`config.mk`:
```
export PLATFORM = sky130hd
export DESIGN_NAME = fifo_wr_arbiter_flat
export DESIGN_NICKNAME = d
export VERILOG_FILES = /design/src/rtl/fifo_wr_arbiter_pkg.sv /design/src/rtl/fifo_wr_arbiter_if.sv /design/src/rtl/fifo_wr_arbiter_rr_pick.sv /design/src/rtl/fifo_wr_arbiter.sv /design/src/flat_wrapper.sv
export SDC_FILE = /design/constraint.sdc
export NUM_CORES = 1
export LEC_CHECK = 0
export ABC_CLOCK_PERIOD_IN_PS = 5600
export BUFFER_PORTS_ARGS = -buffer_cell sky130_fd_sc_hd__clkbuf_2
export CORE_ASPECT_RATIO = 1.75
export CORE_MARGIN = 3
export CORE_UTILIZATION = 50
export DETAILED_ROUTE_END_ITERATION = 12
export HOLD_SLACK_MARGIN = 0.1
export PLACE_DENSITY_LB_ADDON = 0.05
export SLEW_MARGIN = 20
export SYNTH_ARGS = -nofsm -noshare
export SYNTH_HDL_FRONTEND = slang
export SYNTH_SLANG_ARGS = --single-unit
export TNS_END_PERCENT = 5
```
`constraint.sdc`:
```
create_clock -name clk -period 5.6 [get_ports clk]
set_input_delay 0.56 -clock clk [delete_from_list [all_inputs] [get_ports clk]]
set_output_delay 0.56 -clock clk [all_outputs]
set_load 0.02 [all_outputs]
```
`src/rtl/fifo_wr_arbiter_pkg.sv`:
```
// Shared types and constants for the round-robin FIFO write arbiter.
package fifo_arb_pkg;

    localparam int NREQ_MAX = 8;
    localparam int GID_W    = 3;

    typedef enum logic {
        IDLE  = 1'b0,
        GRANT = 1'b1
    } state_t;

endpackage

```
`src/rtl/fifo_wr_arbiter_if.sv`:
```
// Producer/FIFO-write bundle between the producers, the arbiter and the FIFO write port.
interface fifo_wr_arbiter_if #(
    parameter int NREQ = 4,
    parameter int DW   = 8
);
    import fifo_arb_pkg::*;

    logic [NREQ-1:0]    req_valid;
    logic [NREQ*DW-1:0] req_data;
    logic [NREQ-1:0]    req_ready;
    logic               fifo_full;
    logic               fifo_wr;
    logic [DW-1:0]      fifo_din;
    logic               grant_valid;
    logic [GID_W-1:0]   grant_id;

    // master: producers plus FIFO status; slave: the arbiter itself
    modport master (
        output req_valid, req_data, fifo_full,
        input  req_ready, fifo_wr, fifo_din, grant_valid, grant_id
    );

    modport slave (
        input  req_valid, req_data, fifo_full,
        output req_ready, fifo_wr, fifo_din, grant_valid, grant_id
    );

endinterface

```
`src/rtl/fifo_wr_arbiter_rr_pick.sv`:
```
// Rotated-priority first-one picker: searches last+1, last+2, ... modulo NREQ.
module rr_pick
    import fifo_arb_pkg::*;
#(
    parameter int NREQ = 4
) (
    input  logic [NREQ-1:0]  req,
    input  logic [GID_W-1:0] last,
    output logic             any,
    output logic [GID_W-1:0] idx
);

    localparam logic [GID_W:0] NREQ_L = (GID_W+1)'(NREQ);

    logic [2*NREQ-1:0] w_dbl;
    logic [NREQ-1:0]   w_rot;
    logic [GID_W:0]    w_base;
    logic [GID_W:0]    w_off;
    logic [GID_W:0]    w_sum;

    // NOTE: every combinational output gets a default first so no path leaves it unassigned (no latch).
    always_comb begin
        w_base = {1'b0, last} + (GID_W+1)'(1);
        if (w_base >= NREQ_L) begin
            w_base = w_base - NREQ_L;
        end
        // Doubling the vector turns the modulo rotation into a plain shift.
        w_dbl = {req, req};
        w_rot = NREQ'(w_dbl >> w_base);

        any   = 1'b0;
        w_off = '0;
        for (int j = NREQ - 1; j >= 0; j--) begin
            if (w_rot[j]) begin
                any   = 1'b1;
                w_off = (GID_W+1)'(j);
            end
        end

        w_sum = w_base + w_off;
        if (w_sum >= NREQ_L) begin
            w_sum = w_sum - NREQ_L;
        end
        idx = w_sum[GID_W-1:0];
    end

endmodule

```
`src/rtl/fifo_wr_arbiter.sv`:
```
// Round-robin write arbiter: grants one producer at a time for bursts of up to
// MAX_BURST beats into a shared byte FIFO, stalling while the FIFO is full.
module fifo_wr_arbiter
    import fifo_arb_pkg::*;
#(
    parameter int NREQ      = 4,
    parameter int DW        = 8,
    parameter int MAX_BURST = 4
) (
    input  logic             clk,
    input  logic             rst,
    fifo_wr_arbiter_if.slave bus
);

    localparam logic [3:0]       MAX_B    = 4'(MAX_BURST);
    localparam logic [GID_W-1:0] LAST_RST = GID_W'(NREQ - 1);

    state_t           r_state;
    logic             r_grant_valid;
    logic [GID_W-1:0] r_grant_id;
    logic [GID_W-1:0] r_last;
    logic [3:0]       r_burst_cnt;

    logic             w_any;
    logic [GID_W-1:0] w_pick;
    logic             w_sel_valid;
    logic [DW-1:0]    w_sel_data;
    logic             w_active;
    logic             w_beat;
    logic             w_last_beat;
    logic [NREQ-1:0]  w_ready;

    rr_pick #(.NREQ(NREQ)) u_pick (
        .req  (bus.req_valid),
        .last (r_last),
        .any  (w_any),
        .idx  (w_pick)
    );

    always_comb begin
        w_sel_valid = 1'b0;
        w_sel_data  = '0;
        w_ready     = '0;
        for (int i = 0; i < NREQ; i++) begin
            if (r_grant_id == GID_W'(i)) begin
                w_sel_valid = bus.req_valid[i];
                w_sel_data  = bus.req_data[i*DW +: DW];
            end
        end
        // Outputs are gated by rst so the reset cycle never moves a beat.
        w_active    = rst && (r_state == GRANT);
        w_beat      = w_active && w_sel_valid && !bus.fifo_full;
        w_last_beat = w_beat && ((r_burst_cnt + 4'd1) == MAX_B);
        for (int i = 0; i < NREQ; i++) begin
            w_ready[i] = w_active && !bus.fifo_full && (r_grant_id == GID_W'(i));
        end
    end

    assign bus.req_ready   = w_ready;
    assign bus.fifo_wr     = w_beat;
    assign bus.fifo_din    = w_beat ? w_sel_data : '0;
    assign bus.grant_valid = r_grant_valid;
    assign bus.grant_id    = r_grant_id;

    // NOTE: state is updated with non-blocking assignments only; reset is sampled on the clock edge.
    always_ff @(posedge clk) begin
        if (!rst) begin
            r_state       <= IDLE;
            r_grant_valid <= 1'b0;
            r_grant_id    <= '0;
            r_burst_cnt   <= '0;
            r_last        <= LAST_RST;
        end else begin
            case (r_state)
                IDLE: begin
                    if (w_any) begin
                        r_state       <= GRANT;
                        r_grant_valid <= 1'b1;
                        r_grant_id    <= w_pick;
                        r_burst_cnt   <= '0;
                    end
                end
                GRANT: begin
                    if (w_beat && (r_burst_cnt != MAX_B)) begin
                        r_burst_cnt <= r_burst_cnt + 4'd1;
                    end
                    // A dropped valid releases even while the FIFO is full.
                    if (!w_sel_valid || w_last_beat) begin
                        r_state       <= IDLE;
                        r_grant_valid <= 1'b0;
                        r_last        <= r_grant_id;
                    end
                end
                default: r_state <= IDLE;
            endcase
        end
    end

endmodule
```
`src/flat_wrapper.sv`:
```
// flat-port wrapper written by rule: the top's interface ports become plain ports
module fifo_wr_arbiter_flat import fifo_arb_pkg::*;
#(
    parameter int NREQ      = 4,
    parameter int DW        = 8,
    parameter int MAX_BURST = 4
)
  (clk, rst, bus_req_valid, bus_req_data, bus_fifo_full, bus_req_ready, bus_fifo_wr, bus_fifo_din, bus_grant_valid, bus_grant_id);
  fifo_wr_arbiter_if #(.NREQ(NREQ), .DW(DW)) bus_i ();
  input  logic clk;
  input  logic rst;
  input wire logic [$bits(bus_i.req_valid)-1:0] bus_req_valid;
  input wire logic [$bits(bus_i.req_data)-1:0] bus_req_data;
  input wire logic [$bits(bus_i.fifo_full)-1:0] bus_fifo_full;
  output wire logic [$bits(bus_i.req_ready)-1:0] bus_req_ready;
  output wire logic [$bits(bus_i.fifo_wr)-1:0] bus_fifo_wr;
  output wire logic [$bits(bus_i.fifo_din)-1:0] bus_fifo_din;
  output wire logic [$bits(bus_i.grant_valid)-1:0] bus_grant_valid;
  output wire logic [$bits(bus_i.grant_id)-1:0] bus_grant_id;
  assign bus_i.req_valid = bus_req_valid;
  assign bus_i.req_data = bus_req_data;
  assign bus_i.fifo_full = bus_fifo_full;
  assign bus_req_ready = bus_i.req_ready;
  assign bus_fifo_wr = bus_i.fifo_wr;
  assign bus_fifo_din = bus_i.fifo_din;
  assign bus_grant_valid = bus_i.grant_valid;
  assign bus_grant_id = bus_i.grant_id;
  fifo_wr_arbiter #(.NREQ(NREQ), .DW(DW), .MAX_BURST(MAX_BURST)) u_core (.clk(clk), .rst(rst), .bus(bus_i));
endmodule
```
== Word-level counts from Yosys, hierarchy flattened ==
Cells that the tools add are included.

* Bits of input ports: 39
* Memories: 0
* Word-level logic and storage cells: 68
* Latch bits: 0
* Output and inout port bits: 17
* Bits in writable memories: 0
* ROM bits: 0
* Bits in registers: 12

* Equality and inequality tests: 8
* Muxes and demuxes: 28
* $add $sub $neg: 5
* $mul: 0
* Bitwise logic cells: 1
* Reductions and logical operators: 18
* Order comparisons: 2
* Shift operators: 1
* Divide/modulo/power cells: 0

{| class="wikitable"
|+ Operator list
! operator !! number
|-
| $mux 8 || 5
|-
| $mux 4 || 6
|-
| $mux 1 || 12
|-
| $logic_and 1x1->1 || 10
|-
| $ge 4x3->1 const B || 2
|-
| $pmux 4 s2 || 1
|-
| $reduce_and 2->1 || 4
|-
| $shr 8x4->4 || 1
|-
| $eq 3x2->1 const B || 2
|-
| $ne 2x2->1 const B || 3
|-
| $add 3x1->4 const B || 1
|-
| $add 4x1->4 const B || 1
|-
| $add 4x4->4 || 1
|-
| $eq 4x3->1 const B || 1
|-
| $ne 4x3->1 const B || 1
|-
| $pmux 1 s2 || 2
|-
| $sub 4x3->4 const B || 1
|-
| $eq 3x1->1 const B || 1
|-
| $logic_not 3->1 || 1
|-
| $mux 3 || 1
|-
| $sub 3x3->3 const B || 1
|-
| $logic_not 1->1 || 2
|-
| $mux 2 || 1
|-
| $logic_or 1x1->1 || 1
|-
| $not 1->1 || 1
|}

== Logic depth before layout (Yosys ltp) ==
Gate-level depths: netlist of run 1.

* Word-level depth: 11
* Depth in mapped cells: 13
* Depth with buffers taken out: 13

== Modules after synthesis ==
Synthesis of run 1 repeated with hierarchy kept, for this count alone.

* Cells, all modules: 165
* Area, all modules: 1252.5 µm²

{| class="wikitable"
|+ Modules (own cells, without submodules)
! module !! seq. area each (µm²) !! area an instance (µm²) !! cells an instance !! times used
|-
| fifo_wr_arbiter || 240.2 || 900.9 || 122 || 1
|-
| rr_pick || 0.0 || 351.6 || 43 || 1
|}

== Worst setup path before layout of run 1 ==
No wires, ideal clock.

* Path kind: register to register
* From: register u_core.r_last[0]
* To: register u_core.r_grant_id[2] (netlist: u_core.bus.grant_id[2])
* Period minus slack after synthesis: 2745 ps
* Required time: 5528 ps
* Stages on the path, launching flop included: 13
* Library setup time: 72 ps
* Buffers on the path: 1
* Arrival time: 2674 ps
* Path slack: 2855 ps
* Path through: dfxtp_1 > ha_1 > buf_2 > a311oi_1 > a31oi_1 > nand2b_1 > a22oi_1 > ha_1 > fa_1 > nor2_1 > nor2_1 > or4_1 > mux2i_1

* Longest elaborated chain between the ends: 11
* Elaborated cells on any way between the ends: 18
* Those cells by class: add/sub (4); order compare (2); shift (1); mux (10); reduce/logical (1)

{| class="wikitable"
|+ Ends and longest elaborated chain
! what !! RTL line !! RTL
|-
| from (decl) || fifo_wr_arbiter.sv:21 || <nowiki>logic [GID_W-1:0] r_last;</nowiki>
|-
| from (signal assigned) || fifo_wr_arbiter.sv:91 || <nowiki>r_last <= r_grant_id;</nowiki>
|-
| $add 3x1->4 * || fifo_wr_arbiter_rr_pick.sv:23 || <nowiki>w_base = {1'b0, last} + (GID_W+1)'(1);</nowiki>
|-
| $sub 4x3->4 / $ge 4x3->1 (equally long branches) || fifo_wr_arbiter_rr_pick.sv:25, fifo_wr_arbiter_rr_pick.sv:24 ||
|-
| $mux 4 * || fifo_wr_arbiter_rr_pick.sv:24 || <nowiki>if (w_base >= NREQ_L) begin</nowiki>
|-
| $shr 8x4->4 || fifo_wr_arbiter_rr_pick.sv:29 || <nowiki>w_rot = NREQ'(w_dbl >> w_base);</nowiki>
|-
| $mux 2 || fifo_wr_arbiter_rr_pick.sv:34 || <nowiki>if (w_rot[j]) begin</nowiki>
|-
| $mux 4 (3 in a row) || fifo_wr_arbiter_rr_pick.sv:34 ||
|-
| $add 4x4->4 || fifo_wr_arbiter_rr_pick.sv:40 || <nowiki>w_sum = w_base + w_off;</nowiki>
|-
| $ge 4x3->1 / $sub 3x3->3 (equally long branches) || fifo_wr_arbiter_rr_pick.sv:41, fifo_wr_arbiter_rr_pick.sv:42 ||
|-
| $mux 3 || fifo_wr_arbiter_rr_pick.sv:41 || <nowiki>if (w_sum >= NREQ_L) begin</nowiki>
|-
| to (signal assigned) || fifo_wr_arbiter.sv:79 || <nowiki>r_grant_id <= w_pick;</nowiki>
|-
| to (decl) || fifo_wr_arbiter.sv:20 || <nowiki>logic [GID_W-1:0] r_grant_id;</nowiki>
|}

Mark *: on every way between the ends. The rest lies on a longest branch, timed or not.
A chain may end at the register's enable or synchronous reset.

== Final worst setup path of run 1 ==
Ends and elaborated chain as after synthesis.

==> flow_summary.json, run 1 <==
{
  "dp_slack_ps": 2430,
  "status": "finished, final reports clean",
  "overflow": 0,
  "synth-simple-area-share": 0.253,
  "synth-xor-area-share": 0,
  "syn_area_sq_mm": 0.00118,
  "grt_pass1_wl_mm": 5.00,
  "dp_cells": 210,
  "finalSetupViolCount": 0,
  "drt_iter0_drc": 19,
  "max_stage_delay_ps": 670,
  "setup_tns_ps": 0,
  "row_count": 22,
  "wl_mm": 3.11,
  "drt-vias-per-instance": 5.93,
  "syn_avg_cell_area_sq_um": 8.52,
  "core_sq_mm": 0.00217,
  "antenna_found_initial": 0,
  "worstSetupPathType": "flip-flop to flip-flop",
  "worst_pin_slew_ps": 835,
  "io_buffer_count": 55,
  "syn2layout_area_growth_pct": 26.2,
  "p_leak_nw": 0.703,
  "drc": 0,
  "fp.dieArea_sq_mm": 0.00301,
  "skew_ps": 1.49,
  "max_freq_ghz": 0.310,
  "ys_warn_count": 0,
  "path_clk_slew_ps": 80,
  "cp_data_arrival_time_ps": 3430,
  "dp_hpwl_mm": 2.53,
  "finalNonFillerCells": 214,
  "synth_mux_area_frac": 0.184,
  "die_w_um": 42.8,
  "met3_length_um": 181,
  "clk_latency_ps": 270,
  "cp-start-kind": "flip-flop",
  "hold_class": "flip-flop to flip-flop",
  "fp.dieH_um": 70.4,
  "syn_nets": 184,
  "met1_length_mm": 1.18,
  "highest_layer": "met4",
  "pwr_density_cell_mw_per_mm2": 340,
  "netlist-cell-type-count": 39,
  "period_share": 0.576,
  "worstSetupStartpoint": "u_core.r_last[0]",
  "wl_met2_mm": 1.70,
  "post_drt_wl_per_cell_um": 14.5,
  "max-vdd-ir-drop_mv": 0.230,
  "ys_seq_area_frac": 0.203,
  "ant_nets": 0,
  "firstDrtPassIters": 4,
  "reg2regPathDepth": 11,
  "gp_congestion": 0.830,
  "slowest_stage": "dfxtp_1",
  "synth-compound-area-share": 0.230,
  "cts_root_buffer": "clkbuf_4",
  "grt.total_usage": 0.205,
  "fin_crit_ps": 3220,
  "cts.sinks": 12,
  "fin_ws_ps": 2380,
  "ios": 56,
  "start_util": 0.544,
  "r2r-end": "u_core.bus.grant_id[2]",
  "cts_setup_buffers": 0,
  "postSynthCellCount": 139,
  "rsz0062_at_grt": "no",
  "final_cell_mix": "55 x clkbuf_2, 20 x nand2_1, 12 x dfxtp_1",
  "drv_cap": 0,
  "nNetsFinal": 236,
  "maxSlewViolCount": 0,
  "endpoint": "u_core.bus.grant_id[2]",
  "grt_max_degree": 26,
  "cts_tree": "done",
  "vias": 1268,
  "crit_required_ps": 5810,
  "timing.critical_path.cells": "ha_1 -> a311oi_1 -> a31oi_1 -> nand2b_1 -> a22oi_1 -> ha_1 -> fa_1 -> nor2_1 -> nor2_1 -> or4_1 -> mux2i_1",
  "final_hold_viol_count": 0,
  "finish.utilization": 0.687,
  "cts_hold_buf": 0,
  "drive_above_1_share": 0.379,
  "slew-limit-headroom": 0.443,
  "critPathCaptureType": "flip-flop",
  "clock_path_buffers": 2,
  "synth_top_family_by_area": "simple AND/OR/NAND/NOR gates",
  "cts_buffers": 3,
  "r2r-start": "u_core.r_last[0]",
  "final_common_cell": "clkbuf_2",
  "worstPathMaxFanout": 14,
  "synth_seq_cells": 12,
  "antenna_cells": 0,
  "post_cts_resized": 0,
  "synth_fa_ha_area_frac": 0.0698,
  "r2r_slack_ps": 2380,
  "cts_max_level": 1,
  "grt_pass1_vias": 1170,
  "hold_ws_ps": 457
}
-- worst max-delay path: cells and delay by family, from the launching register on --
kind / cells / cell delay (ps)
adders and majority gates: 3 / 1120
AOI/OAI and AO/OA: 3 / 540
DFF: 1 / 670
and+or+nand+nor: 4 / 700
muxes: 1 / 130
-- how the worst min path moves through the flow --
stage                           start                     end  slack, ps  depth (start not counted)
2_1_floorplan   u_core.r_burst_cnt[1]   u_core.r_burst_cnt[1]        480                          2
3_3_place_gp   u_core.bus.grant_valid  u_core.bus.grant_valid        430                          2
3_5_place_dp   u_core.bus.grant_valid  u_core.bus.grant_valid        450                          2
4_1_cts        u_core.bus.grant_valid  u_core.bus.grant_valid        460                          2
5_1_grt        u_core.bus.grant_valid  u_core.bus.grant_valid        490                          2
6_report       u_core.bus.grant_valid  u_core.bus.grant_valid        460                          2
-- layer usage --
| layer | track usage | vias up |
|---|---|---|
| li1 | - | 627 |
| met1 | 0.234 | 599 |
| met2 | 0.363 | 38 |
| met3 | 0.0567 | 4 |
| met4 | 0.0484 | 0 |
| met5 | 0 | - |
-- through the flow --
stage	cell area (sq um)	power, W
after CTS	1490	0.000511
after global routing	1490	0.000556
after floorplan	1180	0.000376
after global placement	1450	0.000429
after detailed placement	1450	0.000439
final	1490	0.000508
-- power breakdown --
group	switching [W]	total, W	internal (W)
Clock	0.0000306	0.0000701	0.0000395
Combinational	0.000149	0.000286	0.000137
Sequential	0.0000518	0.000151	0.0000997
-- logic make-up after synthesis --
family / count (synthesis)
adders and majority gates: 6
muxes: 13
buffers and inverters: 17
AOI/OAI and AO/OA: 36
DFF: 12
and+or+nand+nor: 55
-- cell type report --
class                           count  area [sq um]
Clock buffer                        4          36.3
Fill cell                         213           681
Inverter                            9          33.8
Multi-Input combinational cell    110           878
Sequential cell                    12           240
Tap cell                           24          30.0
Timing Repair Buffer               55           275
-- flip-flops by register name, summed over array words and instances (netlist names) --
name / cells
u_core.r_burst_cnt: 4
u_core.r_last: 3
u_core.bus.grant_id: 3
u_core.bus.grant_valid: 1
u_core.r_state: 1
-- cells in the mapped netlist --
cell | instances | share of area
a2111o_1 | 1 | 0.0095
a211oi_1 | 8 | 0.051
a21o_1 | 1 | 0.0063
a21oi_1 | 6 | 0.025
a22oi_1 | 1 | 0.0063
a311oi_1 | 3 | 0.022
a311oi_2 | 1 | 0.013
a31oi_1 | 3 | 0.016
and2b_1 | 1 | 0.0063
and2b_4 | 1 | 0.0085
and3_1 | 5 | 0.026
and3b_1 | 1 | 0.0074
buf_2 | 3 | 0.013
buf_4 | 1 | 0.0063
clkbuf_1 | 4 | 0.013
clkinv_1 | 1 | 0.0032
dfxtp_1 | 12 | 0.20
fa_1 | 1 | 0.017
ha_1 | 5 | 0.053
inv_1 | 8 | 0.025
mux2i_1 | 6 | 0.051
mux4_2 | 7 | 0.13
nand2_1 | 20 | 0.063
nand2_2 | 1 | 0.0053
nand2b_1 | 3 | 0.016
nand3_1 | 4 | 0.017
nand4b_4 | 1 | 0.020
nor2_1 | 9 | 0.029
nor2b_1 | 4 | 0.021
nor3_1 | 1 | 0.0042
nor3b_1 | 1 | 0.0063
nor4b_1 | 1 | 0.0074
nor4bb_1 | 1 | 0.0085
o21ai_0 | 1 | 0.0042
o22ai_1 | 6 | 0.032
o31ai_1 | 2 | 0.013
o31ai_4 | 1 | 0.018
o32ai_1 | 2 | 0.015
or4_1 | 1 | 0.0063
(Power assumes the default switching activity.)
==> run 2: changes to the inputs <==
--- a/config.mk
+++ b/config.mk
@@ -5,11 +5,11 @@
 export SDC_FILE = /design/constraint.sdc
 export NUM_CORES = 1
 export LEC_CHECK = 0
-export ABC_CLOCK_PERIOD_IN_PS = 5600
+export ABC_CLOCK_PERIOD_IN_PS = 3000
 export BUFFER_PORTS_ARGS = -buffer_cell sky130_fd_sc_hd__clkbuf_2
 export CORE_ASPECT_RATIO = 1.75
 export CORE_MARGIN = 3
-export CORE_UTILIZATION = 50
+export CORE_UTILIZATION = 46
 export DETAILED_ROUTE_END_ITERATION = 12
 export HOLD_SLACK_MARGIN = 0.1
 export PLACE_DENSITY_LB_ADDON = 0.05
==> constraint.sdc (replaced) <==
create_clock -name clk -period 3 [get_ports clk]
set_input_delay 0.3 -clock clk [delete_from_list [all_inputs] [get_ports clk]]
set_output_delay 0.3 -clock clk [all_outputs]
set_load 0.02 [all_outputs]
==> run 2 against run 1 <==
Global-route usage is 1.6 points higher. Setup slack worse by 2100 ps. Clock power grew to 2.6 times the previous value. Sequential power is 66% higher. Highest routed layer unchanged. Hold slack worse by 100 ps. Largest power group unchanged. Die area is 7.7% higher.
==> flow_summary.json, run 2 (synthesized netlist as in run 1, its figures left out) <==
{
  "status": "finished, final reports clean",
  "drc": 0,
  "rsz0062_at_grt": "no",
  "vias": 1293,
  "crit_required_ps": 3180,
  "core_sq_mm": 0.00236,
  "finalSetupViolCount": 0,
  "final_hold_viol_count": 0,
  "cts_setup_buffers": 0,
  "max_freq_ghz": 0.361,
  "critPathCaptureType": "flip-flop",
  "p_total_w": 0.00106,
  "slew-limit-headroom": 0.593,
  "dp_hpwl_mm": 2.79,
  "ant_nets": 0,
  "timing.critical_path.cells": "ha_2 -> a311oi_2 -> a31oi_1 -> nand2b_1 -> a22oi_1 -> ha_1 -> fa_1 -> nand2_1 -> nor2_1 -> nor2_1 -> or4_1 -> mux2i_1",
  "drt_iter0_drc": 28,
  "regMostFlops": "u_core.r_burst_cnt",
  "clk_latency_ps": 240,
  "hold_ws_ps": 357,
  "r2r-start": "u_core.r_last[1]",
  "hold_class": "primary input to flip-flop",
  "clock_path_buffers": 2,
  "max_stage_delay_ps": 520,
  "fp.dieH_um": 73.1,
  "final_common_cell": "clkbuf_2",
  "cts_max_level": 1,
  "cp_common_cell": "nor2_1",
  "wl_mm": 3.39,
  "max-vdd-ir-drop_mv": 0.502,
  "post_drt_wl_per_cell_um": 15.3,
  "switching_power_w": 0.000455,
  "cts.sinks": 12,
  "antenna_found_initial": 0,
  "io_buffer_count": 55,
  "overflow": 0,
  "r2r-end": "u_core.bus.grant_id[2]",
  "period_share": 0.924,
  "fp.dieArea_sq_mm": 0.00324,
  "fin_crit_ps": 2770,
  "skew_ps": 0.929,
  "hold_start": "rst",
  "grt_pass1_wl_mm": 5.40,
  "endpoint": "u_core.bus.grant_id[2]",
  "row_count": 23,
  "pwr_density_cell_mw_per_mm2": 676,
  "grt.total_usage": 0.221,
  "path_clk_slew_ps": 50,
  "slowest_stage": "ha_2",
  "ios": 56,
  "worstPathMaxFanout": 13,
  "final_cell_mix": "55 x clkbuf_2, 20 x nand2_1, 12 x dfxtp_1",
  "syn2layout_area_growth_pct": 31.9,
  "drt-vias-per-instance": 5.85,
  "start_util": 0.502,
  "antenna_cells": 0,
  "cp_data_arrival_time_ps": 2950,
  "p_leak_nw": 0.740,
  "setup_tns_ps": 0,
  "largest_register_ffs": 4,
  "grt_max_degree": 18,
  "gp_congestion": 0.780,
  "grt_pass1_vias": 1219,
  "drive_above_1_share": 0.403,
  "worstSetupStartpoint": "u_core.r_last[1]",
  "drv_cap": 0,
  "intPower_w": 0.000600,
  "worst_pin_slew_ps": 610,
  "worstSetupPathType": "flip-flop to flip-flop",
  "sw_frac_of_total": 0.431,
  "die_w_um": 44.3,
  "r2r_slack_ps": 230,
  "cts_root_buffer": "clkbuf_8",
  "cts_buffers": 3,
  "nNetsFinal": 242,
  "firstDrtPassIters": 4,
  "p_seq_frac": 0.237,
  "p_clk_frac": 0.171,
  "reg2regPathDepth": 12,
  "maxSlewViolCount": 0,
  "cts_tree": "done",
  "cp-start-kind": "flip-flop",
  "combPwrFrac": 0.592
}
run 2: stage by stage:
step | setup WS, ps | utilization | area [sq um] | cells
2_1_floorplan | 255 | - | 1180 | 139
4_1_cts | 165 | 0.658 | 1550 | 221
6_report | 227 | 0.662 | 1560 | 221
3_5_place_dp | 185 | 0.635 | 1500 | 217
3_3_place_gp | 255 | 0.635 | 1500 | 217
5_1_grt | 43.2 | 0.662 | 1560 | 221
run 2: worst max-delay path, delay by kind of cell (launching register included):
family          cells  cell delay (ps)
mux                 1              120
simple gates        5              690
flops               1              350
fa+ha+maj           3              920
compound gates      3              610
run 2: final cells by class:
class / instances / area [sq um]
fillers: 215 / 798
multi-input cells: 110 / 881
flip-flops and latches: 12 / 240
repair buffers: 61 / 320
well taps: 25 / 31.3
clock buffers: 4 / 55.1
inverters: 9 / 33.8
run 2: worst min-delay path by stage:
stage                                  end  slack [ps]  cells past startpoint
finish                    u_core.r_last[1]         360                      2
global route              u_core.r_last[0]         380                      2
CTS                       u_core.r_last[1]         350                      2
detailed placement  u_core.bus.grant_valid         440                      2
global placement    u_core.bus.grant_valid         440                      2
floorplan            u_core.r_burst_cnt[1]         480                      2
run 2: power groups by stage:
stage | clock (W) | combinational (W) | sequential [W]
2_1_floorplan | 0 | 0.000471 | 0.000232
3_3_place_gp | 0 | 0.000604 | 0.000250
3_5_place_dp | 0 | 0.000617 | 0.000253
4_1_cts | 0.000185 | 0.000618 | 0.000249
5_1_grt | 0.000191 | 0.000691 | 0.000256
6_report | 0.000181 | 0.000625 | 0.000250
run 2: per-layer routing:
| metal | vias up | routed length, um | track usage |
|---|---|---|---|
| met2 | 45 | 1900 | 0.429 |
| li1 | 640 | - | - |
| met1 | 597 | 1210 | 0.217 |
| met3 | 11 | 191 | 0.0444 |
| met4 | 0 | 90 | 0.0772 |
| met5 | - | 0 | 0 |
run 2: repair_timing:
action	CTS	global route
hold buffers	0	0
endpoints found under the setup margin	0	1
gates resized for setup	0	2
